[src/rtl/rx_frame_controller.sv]
// rx_frame_controller: FWFT byte FIFO with parity-error tracking, overrun flag and idle-timeout frame delimiter.
module rx_frame_controller #(
    parameter int FIFO_DEPTH  = 4,
    parameter int IDLE_CYCLES = 160
) (
    input  logic                          clk,
    input  logic                          reset_n,
    input  logic                          enable,
    input  logic [7:0]                    rx_byte,
    input  logic                          rx_valid,
    input  logic                          rx_error,
    output logic [7:0]                    m_data,
    output logic                          m_error,
    output logic                          m_valid,
    input  logic                          m_ready,
    output logic [$clog2(FIFO_DEPTH):0]   fifo_level,
    output logic                          overrun,
    output logic [7:0]                    err_count,
    input  logic                          clr_status,
    output logic                          frame_end
);
    localparam int AW = $clog2(FIFO_DEPTH);
    localparam int IW = $clog2(IDLE_CYCLES);
    localparam logic [IW-1:0] IDLE_LAST = IW'(IDLE_CYCLES - 2);

    typedef enum logic [1:0] {DISABLED, WAIT_BYTE, IN_FRAME} state_t;

    logic [8:0]    mem_q [FIFO_DEPTH];
    logic [AW-1:0] wr_ptr_q, wr_ptr_d, rd_ptr_q, rd_ptr_d;
    logic [AW:0]   level_q, level_d;
    logic          overrun_q, overrun_d, frame_end_q, frame_end_d;
    logic [7:0]    err_q, err_d;
    logic [IW-1:0] idle_q, idle_d;
    state_t        state_q, state_d;
    logic          push, pop, full, wr_en;

    assign m_valid    = level_q != '0;
    assign full       = level_q == (AW+1)'(FIFO_DEPTH);
    assign push       = rx_valid & enable;
    assign pop        = m_valid & m_ready;
    // A push at full still lands when the head leaves in the same cycle.
    assign wr_en      = push & (~full | pop);
    assign m_data     = m_valid ? mem_q[rd_ptr_q][7:0] : 8'd0;
    assign m_error    = m_valid & mem_q[rd_ptr_q][8];
    assign fifo_level = level_q;
    assign overrun    = overrun_q;
    assign err_count  = err_q;
    assign frame_end  = frame_end_q;

    always_comb begin
        wr_ptr_d  = wr_ptr_q + AW'(wr_en);
        rd_ptr_d  = rd_ptr_q + AW'(pop);
        level_d   = (wr_en && !pop) ? level_q + 1'b1 : (pop && !wr_en) ? level_q - 1'b1 : level_q;
        overrun_d = (clr_status ? 1'b0 : overrun_q) | (push & full & ~pop);
        err_d     = clr_status ? 8'd0 : err_q;
        err_d     = (push && rx_error && err_d != 8'hFF) ? err_d + 8'd1 : err_d;
    end

    always_comb begin
        state_d     = state_q;
        idle_d      = idle_q;
        frame_end_d = 1'b0;
        if (!enable) begin
            state_d = DISABLED;
            idle_d  = '0;
        end else begin
            case (state_q)
                DISABLED:  state_d = WAIT_BYTE;
                WAIT_BYTE: if (push) begin
                    state_d = IN_FRAME;
                    idle_d  = '0;
                end
                IN_FRAME: if (push) begin
                    idle_d = '0;
                end else if (idle_q == IDLE_LAST) begin
                    frame_end_d = 1'b1;
                    state_d     = WAIT_BYTE;
                    idle_d      = '0;
                end else begin
                    idle_d = idle_q + 1'b1;
                end
                default:   state_d = DISABLED;
            endcase
        end
    end

    always_ff @(posedge clk) begin
        if (wr_en) mem_q[wr_ptr_q] <= {rx_error, rx_byte};
    end

    always_ff @(posedge clk or negedge reset_n) begin
        if (!reset_n) begin
            wr_ptr_q    <= '0;
            rd_ptr_q    <= '0;
            level_q     <= '0;
            overrun_q   <= 1'b0;
            err_q       <= 8'd0;
            frame_end_q <= 1'b0;
            idle_q      <= '0;
            state_q     <= DISABLED;
        end else begin
            wr_ptr_q    <= wr_ptr_d;
            rd_ptr_q    <= rd_ptr_d;
            level_q     <= level_d;
            overrun_q   <= overrun_d;
            err_q       <= err_d;
            frame_end_q <= frame_end_d;
            idle_q      <= idle_d;
            state_q     <= state_d;
        end
    end
endmodule

[config.mk]
export PLATFORM = sky130hd
export DESIGN_NAME = rx_frame_controller
export DESIGN_NICKNAME = d
export VERILOG_FILES = /design/src/rtl/rx_frame_controller.sv
export SDC_FILE = /design/constraint.sdc
export NUM_CORES = 1
export LEC_CHECK = 0
export ABC_AREA = 1
export BUFFER_PORTS_ARGS = -buffer_cell sky130_fd_sc_hd__buf_2
export CAP_MARGIN = 10
export CORE_MARGIN = 4
export CORE_UTILIZATION = 35
export DETAILED_ROUTE_END_ITERATION = 10
export PLACE_DENSITY = 0.51
export SETUP_SLACK_MARGIN = 0.05
export SKIP_LAST_GASP = 1
export SLEW_MARGIN = 20
export SYNTH_ARGS = -nofsm -noshare
export SYNTH_HDL_FRONTEND = slang
export SYNTH_SLANG_ARGS = --single-unit
[constraint.sdc]
create_clock -name clk -period 2.4 [get_ports clk]
set_clock_uncertainty 0.05 [all_clocks]
set_input_delay 0.48 -clock clk [delete_from_list [all_inputs] [get_ports clk]]
set_output_delay 0.48 -clock clk [all_outputs]
set_load 0.05 [all_outputs]
==> reports/qor.yml, run 1 <==
status: "complete, no violations"
io_buffers: 37
final.setup.tns_ns: 0
hp-class: "input port to async pin"
ys_types: 33
drc: 0
fmax_mhz: 461.6
syn_nets: 331
cts_buffer_depth: 2
synth-simple-area-share_pct: 23.02
fp.dieH_microns: 100.8
fill_cells: 835
power_switching_mw: 1.669
grt_max_degree: 28
vias: 2194
viasPerCell: 4.668
antenna_found_initial: 0
drt-initial-drc-count: 64
cts_tree: "built"
maxCapViolCount: 0
diodes: 0
cts_inserted_buffers: 9
gr-total-overflow: 0
p_comb_share_pct: 41.7
timing.final.crit_share_pct: 90.26
slew_violations: 0
insertion_delay_ns: 0.33
ys_seq_area_share_pct: 58.33
initial_utilization_pct: 36.29
crit_type: "flop to primary output"
grt_pass1_vias: 2245
grt_setup_unrepaired: "false"
p_seq_share_pct: 35.6
vdd_drop_max_mv: 0.5026
yosys.area_share.adder_pct: 3.157
core_area_sq_mm: 0.008299
core.rowCount: 33
setup_viol: 0
power.density_mw_per_mm2: 1079
synth.area.mux_share_pct: 0.3739
final_area_sq_mm: 0.003596
power_frac_clock_pct: 22.7
nNetsFinal: 382
grt_use_total_pct: 13.86
die_w_microns: 100.8
critPathLaunchType: "flop"
final_util_pct: 43.33
final_hold_viol_count: 0
io-pin-count: 38
cellInternalPower_mw: 2.210
hpwlAfterDp_microns: 4359
synth-compound-area-share_pct: 7.644
swShare_pct: 43.03
synthArstFlopShare_pct: 42.86
crit_fanout: 12
worstPathRequired_ns: 1.87
synth_top_family_by_area: "simple AND/OR/NAND/NOR gates"
cts_setup_buffers: 0
avgSynthCellArea_sq_um: 9.746
slew_headroom_pct: 58.18
grt_first_pass_wirelength_microns: 10820
synth_xor_area_share_pct: 2.036
synth.cell_area_sq_mm: 0.003012
finalCriticalPeriod_ns: 2.166
h-tree-depth: 3
root_buffer: "clkbuf_8"
ant_nets: 0
synth_ff_type: "edfxtp_1"
drt-total-wl_microns: 6336
route.detailed.wl_per_inst_microns: 13.48
area_delta_synth_final_pct: 19.40
gp_congestion: 0.7859
yosys_warnings: 0
crit_arrival_ns: 1.64
cts_sinks: 63
clk_pin_slew_ns: 0.07
worst_pin_slew_ns: 0.6273
critPathCaptureType: "primary output"
die_area_sq_mm: 0.01015
synth-edff-count: 36
placed_cell_area_sq_mm: 0.003401
final_layout_size_suffix_gt1_share_pct: 26.58
ys_ff_latch: 63
p_leak_nw: 1.585
whs_ns: 0.1105
drt_pass1_iterations: 4
netlist_instances: 309
==> layout make-up <==
class | instances | area (sq um) | share of cell area [%]
flip-flops and latches | 63 | 1760 | 48.96
multi-input cells | 207 | 1135 | 31.56
repair buffers | 45 | 245.2 | 6.820
inverters | 34 | 135.1 | 3.758
well taps | 105 | 131.4 | 3.653
clock buffers | 10 | 127.6 | 3.549
clock inverters | 6 | 61.31 | 1.705
==> what timing repair did <==
item	4_1_cts	5_1_grt
hold buffers	0	0
setup endpoints to repair	0	4
resized for setup	0	2
==> logic make-up after synthesis <==
group	count (synthesis)
DFF	63
and+or+nand+nor	152
xor gates and xnor gates	7
adders and majority gates	7
AOI/OAI and AO/OA	40
muxes	1
buffers and inverters	39
==> metrics by stage <==
step           instances  power, mW  setup slack, ns
2_1_floorplan        309      2.630          0.05905
3_3_place_gp         454      3.018           0.2464
3_5_place_dp         454      3.043           0.2065
4_1_cts              470      3.944           0.1394
5_1_grt              470      4.136          0.05493
6_report             470      3.880           0.2338
==> placed cells by master (no fill, tap or decap), types with 6 or more instances in the layout <==
| cell type | instances |
|---|---|
| nand2_1 | 55 |
| buf_4 | 8 |
| a21oi_2 | 9 |
| o21ai_0 | 22 |
| xor2_1 | 6 |
| edfxtp_1 | 36 |
| clkbuf_8 | 9 |
| buf_2 | 37 |
| nand3_1 | 15 |
| dfrtp_1 | 24 |
| nor2_1 | 56 |
| inv_1 | 29 |
| ha_1 | 6 |
==> state kept, by name, indices dropped and copies added (netlist names) <==
name and cells:
overrun 1, fifo_level 3, frame_end 1, wr_ptr_q 2, rd_ptr_q 2, err_count 8
mem_q 36, state_q 2, idle_q 8
==> cell usage after synthesis (2+ instances only) <==
cell type | count | area, sq um
nand2_1 | 56 | 210.2
a21oi_1 | 14 | 70.07
inv_1 | 29 | 108.9
clkinv_1 | 2 | 7.510
o21ai_0 | 22 | 110.1
edfxtp_1 | 36 | 1081
nor2_2 | 3 | 18.77
nand2_2 | 3 | 18.77
xor2_1 | 6 | 52.55
nand3_1 | 15 | 75.07
ha_1 | 6 | 75.07
nor3_2 | 3 | 30.03
inv_2 | 2 | 7.510
nand3_2 | 2 | 20.02
nand2_4 | 3 | 33.78
nor3_1 | 4 | 20.02
nand4_1 | 4 | 25.02
dfrtp_1 | 27 | 675.7
buf_2 | 2 | 10.01
nor2_1 | 57 | 214.0
==> power by group through the flow <==
stage                     Clock (mW)  Sequential [mW]  Combinational [mW]
final                          0.882             1.38                1.62
after global routing           0.966             1.39                1.78
after CTS                      0.920             1.37                1.65
after detailed placement           0             1.39                1.65
after global placement             0             1.39                1.63
after floorplan                    0             1.49                1.14
==> path summary, 6_finish.rpt <==
check                                          startpoint  slack (ns)  depth (start not counted)                        end
worst max-delay path                rd_ptr_q[0]$_DFF_PN0_        0.23                          5                  m_data[7]
worst min-delay path                              reset_n        0.11                          1  fifo_level[1]$_DFFE_PN0P_
worst max register to register  fifo_level[0]$_DFFE_PN0P_        0.30                          8  fifo_level[1]$_DFFE_PN0P_
worst min register to register      wr_ptr_q[1]$_DFF_PN0_        0.47                          1      wr_ptr_q[1]$_DFF_PN0_
max in group asynchronous                         reset_n        1.75                          1  fifo_level[2]$_DFFE_PN0P_
min in group clk                               rx_byte[1]        0.31                          1      mem_q[1][1]$_DFFE_PP_
==> critical path, cell delays in order (launching register included) <==
cell     delay (ns)
dfrtp_1        0.38
inv_1          0.16
buf_4          0.21
o21ai_0        0.14
a21oi_2        0.14
buf_2          0.26
==> layer usage <==
layer | wire length, microns | GRT usage [%]
met5 | 0 | 0
met4 | 67 | 4.974
met3 | 257 | 4.498
met2 | 3079 | 22.38
met1 | 2932 | 17.38
Note: power is estimated with default switching activity, not from simulation.
==> run 2, diff against run 1 <==
RECOVER_POWER = 50   (was not set)
==> reports/qor.yml, run 2 (synthesis results as in run 1) <==
grt_max_degree: 28  # unchanged
swShare_pct: 43.10  # +0.069 points
grt_use_total_pct: 13.86  # unchanged
grt_setup_unrepaired: "false"
p_seq_share_pct: 35.5  # about the same
cts_buffer_depth: 2  # unchanged
top_register: "mem_q"
grt_pass1_vias: 2245  # unchanged
hp-class: "input port to flop"
drt-total-wl_microns: 6319  # -0.27%
gr-total-overflow: 0  # unchanged
initial_utilization_pct: 36.29  # unchanged
status: "finished, violations left"
critPathCaptureType: "primary output"
hpwlAfterDp_microns: 4359  # unchanged
worst_pin_slew_ns: 1.508  # +0.8806 ns
critPathLaunchType: "flop"
p_leak_nw: 1.543  # -2.6%
cts_tree: "built"
multi_input_area_sq_mm: 0.001135  # unchanged
crit_arrival_ns: 1.63  # about the same
h-tree-depth: 3  # unchanged
fmax_mhz: 462.0  # about the same
gp_congestion: 0.7859  # unchanged
cellInternalPower_mw: 2.205  # -0.23%
timing.final.crit_share_pct: 90.20  # about the same
final_common_cell: "nor2_1"
antenna_found_initial: 0  # unchanged
p_comb_share_pct: 41.6  # about the same
route.detailed.wl_per_inst_microns: 13.44  # -0.27%
crit_fanout: 12  # unchanged
core_area_sq_mm: 0.008299  # unchanged
vdd_drop_max_mv: 0.5027  # about the same
pre_cts_ws_ns: 0.2065  # unchanged
layout_common_cells: "56 x nor2_1, 55 x nand2_1, 36 x edfxtp_1"
final_layout_size_suffix_gt1_share_pct: 23.29  # -3.3 points
die_area_sq_mm: 0.01015  # unchanged
power_switching_mw: 1.670  # about the same
fp.dieH_microns: 100.8  # unchanged
fin_cells: 470  # unchanged
fill_cells: 841  # +0.72%
violations: "capacitance limit, slew limit"
setup_viol: 0  # unchanged
largest_reg_flops: 36  # unchanged
final.setup.tns_ns: 0  # unchanged
area_delta_synth_final_pct: 18.86
maxCapViolCount: 1  # +1
grt_first_pass_wirelength_microns: 10820  # unchanged
drt_pass1_iterations: 4  # unchanged
insertion_delay_ns: 0.34  # about the same
cts_setup_buffers: 0  # unchanged
power_frac_clock_pct: 22.8  # about the same
nNetsFinal: 382  # unchanged
viasPerCell: 4.670  # about the same
worstPathRequired_ns: 1.87  # about the same
diodes: 0  # unchanged
setup_ws_ns: 0.2353  # +0.001496 ns
p_total_mw: 3.876  # -0.11%
hold_buffers: 0  # unchanged
io-pin-count: 38  # unchanged
cts_inserted_buffers: 9  # unchanged
crit_type: "flop to primary output"
vias: 2195  # +0.046%
power.density_mw_per_mm2: 1083  # +0.35%
drc: 0  # unchanged
die_w_microns: 100.8  # unchanged
clk_pin_slew_ns: 0.07  # about the same
final_hold_viol_count: 0  # unchanged
root_buffer: "clkbuf_8"
slew_violations: 28  # +28
core.rowCount: 33  # unchanged
whs_ns: 0.3715  # +0.2610 ns
slew_headroom_pct: -0.5225  # -59 points
ant_nets: 0  # unchanged
seq_area_sq_mm: 0.001759  # about the same
finalCriticalPeriod_ns: 2.165  # -0.001496 ns
post-place-cells: 454  # unchanged
cts_sinks: 63  # unchanged
io_buffers: 37  # unchanged
drt-initial-drc-count: 64  # unchanged
==> run 2: cell types whose count changed in the layout (fill, tap and decap cells not counted) <==
cell and change:
buf_2 -11, clkbuf_1 +11, inv_4 -1, dfrtp_1 +1, dfrtp_2 -1, clkinvlp_2 +2
clkinv_2 -1
==> run 2: layout make-up <==
type                       count  area share (%)
timing repair buffer          45           6.466
clock inverter                 6           1.713
multi-input combinational    207           31.70
clock buffer                  10           3.565
sequential                    63           49.14
inverter                      34           3.740
tap                          105           3.670
==> run 2: worst paths after layout <==
check                                           from                        end  slack (ns)  cells after the start
hold reg to reg                wr_ptr_q[1]$_DFF_PN0_      wr_ptr_q[1]$_DFF_PN0_        0.47                      1
max in group asynchronous                    reset_n  fifo_level[2]$_DFFE_PN0P_        0.87                      1
hold / removal                            rx_byte[1]      mem_q[1][1]$_DFFE_PP_        0.37                      1
setup reg to reg           fifo_level[0]$_DFFE_PN0P_  fifo_level[1]$_DFFE_PN0P_        0.29                      8
setup / recovery               rd_ptr_q[0]$_DFF_PN0_                  m_data[7]        0.24                      5
min in group asynchronous                    reset_n  fifo_level[1]$_DFFE_PN0P_        0.45                      1
==> run 2: what timing repair did <==
action                                  CTS  global route
endpoints found under the setup margin    0             4
hold endpoints to repair                  0             0
gates resized for setup                   0             2
==> run 2: metrics by stage <==
| step | cell area (sq um) | utilization, % |
|---|---|---|
| 6_report | 3580 | 43.13 |
| 5_1_grt | 3580 | 43.13 |
| 4_1_cts | 3590 | 43.25 |
| 3_5_place_dp | 3401 | 40.98 |
| 3_3_place_gp | 3401 | 40.98 |
| 2_1_floorplan | 3058 | - |
==> run 2: power by group through the flow <==
stage | clock (mW) | combinational, mW | sequential, mW
2_1_floorplan | 0 | 1.14 | 1.49
3_3_place_gp | 0 | 1.63 | 1.39
3_5_place_dp | 0 | 1.65 | 1.39
4_1_cts | 0.920 | 1.65 | 1.37
5_1_grt | 0.966 | 1.77 | 1.39
6_report | 0.885 | 1.61 | 1.38
==> run 2: layer usage <==
layer,up-vias,wire length [microns],global-route usage [%]
li1,1116,-,-
met1,1033,2917,17.38
met2,38,3055,22.38
met3,8,256,4.498
met4,0,89,4.974
met5,-,0,0
==> run 2: critical path, stage by stage, from the launching register on <==
cell and delay, ns:
dfrtp_1 0.38, inv_1 0.16, buf_4 0.21, o21ai_0 0.14
a21oi_2 0.14, buf_2 0.26
==> run 3, diff against run 2 <==
ABC_AREA = not set   (was 1)
==> reports/qor.yml, run 3 <==
status: "finished, violations left"
violations: "capacitance limit, slew limit"
crit_type: "flop to primary output"
p_leak_nw: 1.350  # -13%
crit_arrival_ns: 1.74  # +0.11 ns
synth_top_family_by_area: "simple AND/OR/NAND/NOR gates"
yosys-top-cells-area: "edfxtp_1 38%, dfrtp_1 24%, mux4_2 7.2%"
timing.final.crit_share_pct: 94.66  # +4.5 points
io-pin-count: 38  # unchanged
largest_reg_flops: 36  # unchanged
final.setup.tns_ns: 0  # unchanged
hp-class: "input port to flop"
gr-total-overflow: 0  # unchanged
drt_pass1_iterations: 4  # unchanged
ys_types: 50  # +52%
synth_xor_area_share_pct: 3.097  # +1.1 points
nNetsFinal: 267  # -30%
clk_pin_slew_ns: 0.08  # about the same
finalCriticalPeriod_ns: 2.272  # +0.1070 ns
slew_violations: 28  # unchanged
reg2reg_depth: 7  # -1
synth_ff_type: "edfxtp_1"
grt_use_total_pct: 12.00  # -1.9 points
r2r_slack_ns: 0.15  # -0.14 ns
maxCapViolCount: 1  # unchanged
drt-initial-drc-count: 37  # -42%
worstPathRequired_ns: 1.87  # about the same
h-tree-depth: 3  # unchanged
fmax_mhz: 440.2  # -4.7%
critPathLaunchType: "flop"
cts_buffer_depth: 2  # unchanged
synth-compound-area-share_pct: 6.416  # -1.2 points
final_common_cell: "edfxtp_1"
netlist_instances: 193  # -38%
whs_endpoint: "mem_q[2][5]$_DFFE_PP_"
crit_fanout: 5  # -7
whs_path_depth: 1  # unchanged
layout_common_cells: "36 x edfxtp_1, 23 x dfrtp_1, 19 x buf_2"
final_hold_viol_count: 0  # unchanged
grt_max_degree: 28  # unchanged
core_area_sq_mm: 0.007807  # -5.9%
hold_buffers: 0  # unchanged
vdd_drop_max_mv: 0.3265  # -35%
root_buffer: "clkbuf_8"
antenna_found_initial: 0  # unchanged
cts_tree: "built"
yosys.area_share.adder_pct: 3.363  # +0.21 points
ys_seq_area_share_pct: 62.12  # +3.8 points
worst_pin_slew_ns: 1.539  # +0.03137 ns
avgSynthCellArea_sq_um: 14.65  # +50%
syn_nets: 215  # -35%
critPathCaptureType: "primary output"
netlist.area_leader.share_pct: 38.23  # +2.3 points
route.detailed.wl_per_inst_microns: 15.12  # +12%
initial_utilization_pct: 36.22  # -0.070 points
yosysMostFrequentCell: "edfxtp_1"
diodes: 0  # unchanged
r2r_end: "fifo_level[1]$_DFFE_PN0P_"
grt_pass1_vias: 1788  # -20%
die_area_sq_mm: 0.009581  # -5.6%
cts_inserted_buffers: 9  # unchanged
ys_ff_latch: 63  # unchanged
power.density_mw_per_mm2: 1084  # about the same
drt-total-wl_microns: 5321  # -16%
p_total_mw: 3.665  # -5.4%
synth.area.mux_share_pct: 9.027  # +8.7 points
viasPerCell: 4.849  # +3.8%
synth.cell_area_sq_mm: 0.002828  # -6.1%
post-place-cells: 334  # -26%
fp.dieH_microns: 97.89  # -2.9%
yosys_warnings: 0  # unchanged
insertion_delay_ns: 0.34  # about the same
synthArstFlopShare_pct: 42.86  # unchanged
grt_setup_unrepaired: "true"
setup_viol: 0  # unchanged
final_layout_size_suffix_gt1_share_pct: 28.40  # +5.1 points
r2r-start: "fifo_level[0]$_DFFE_PN0P_"
core.rowCount: 32  # -3.0%
fin_cells: 352  # -25%
ant_nets: 0  # unchanged
hpwlAfterDp_microns: 3655  # -16%
die_w_microns: 97.89  # -2.9%
drc: 0  # unchanged
synth_common_cells: "36 x edfxtp_1, 27 x dfrtp_1, 9 x and2_1, 9 x mux4_2, 8 x xor2_1"
slew_headroom_pct: -2.614  # -2.1 points
synth-edff-count: 36  # unchanged
synth.largest_area_cell: "edfxtp_1"
hold_start: "rx_byte[5]"
synth-simple-area-share_pct: 13.81  # -9.2 points
gp_congestion: 0.8108  # +3.2%
cts_sinks: 63  # unchanged
io_buffers: 37  # unchanged
vias: 1707  # -22%
grt_first_pass_wirelength_microns: 8921  # -18%
area_delta_synth_final_pct: 19.60
top_register: "mem_q"
run 3: changes by cell type after synthesis, moves of 10 or more:
cell,previous run,this run
nor2_1,57,7
nand3_1,15,4
nand2_1,56,7
a21oi_1,14,4
o21ai_0,22,0
inv_1,29,7
run 3: area by class of cell:
class / count / area (sq um)
Clock inverter: 7 / 72.57
Timing Repair Buffer: 46 / 256.5
Clock buffer: 9 / 123.9
Sequential cell: 63 / 1762
Inverter: 8 / 30.03
Fill cell: 721 / 4425
Tap cell: 102 / 127.6
Multi-Input combinational cell: 117 / 1010
run 3: how the worst max path moves through the flow:
| stage | from | endpoint | slack (ns) | cells past startpoint |
|---|---|---|---|---|
| floorplan | fifo_level[0]$_DFFE_PN0P_ | fifo_level[2]$_DFFE_PN0P_ | 0.07 | 9 |
| global placement | m_ready | fifo_level[1]$_DFFE_PN0P_ | 0.07 | 8 |
| detailed placement | m_ready | fifo_level[1]$_DFFE_PN0P_ | 0.02 | 8 |
| CTS | rd_ptr_q[0]$_DFF_PN0_ | m_data[2] | 0.08 | 4 |
| global route | rd_ptr_q[0]$_DFF_PN0_ | m_error | 0.04 | 4 |
| finish | rd_ptr_q[0]$_DFF_PN0_ | m_data[4] | 0.13 | 4 |
run 3: power by group:
group          internal, mW  leakage [nW]  switching (mW)
Combinational         0.501         0.583           0.834
Sequential             1.29         0.681           0.121
Clock                 0.479        0.0855           0.436
run 3: logic make-up after synthesis:
logic type,count (synthesis)
adders and majority gates,7
and+or+nand+nor,61
buffers and inverters,13
AOI/OAI and AO/OA,25
muxes,14
DFF,63
xor gates and xnor gates,10
run 3: routing by layer:
layer  global-route usage (%)  wire, microns  part of all wire [%]
met1                    16.17           2559                    48
met2                    17.54           2383                    45
met3                    3.857            256                   4.8
met4                    5.751            121                   2.3
met5                        0              0                     0
run 3: what timing repair did:
item,in CTS,in global routing
resized for setup,0,13
setup endpoints to repair,0,8
setup buffers,0,2
endpoints found under the hold margin,0,0
run 3: per-stage QoR:
stage	hold slack (ns)	instance area, sq um	setup WS, ns	utilization (%)
finish	0.3518	3382	0.1283	43.32
CTS	0.1312	3362	0.07816	43.06
floorplan	0.1344	2841	0.06538	-
global placement	0.4248	3166	0.06632	40.54
detailed placement	0.4258	3166	0.02418	40.54
global route	0.3613	3382	0.04137	43.32
run 3: critical path: stages, from the launching register on:
cell     delay, ns
dfrtp_1       0.40
buf_6         0.16
mux4_2        0.48
and2_1        0.16
buf_2         0.20
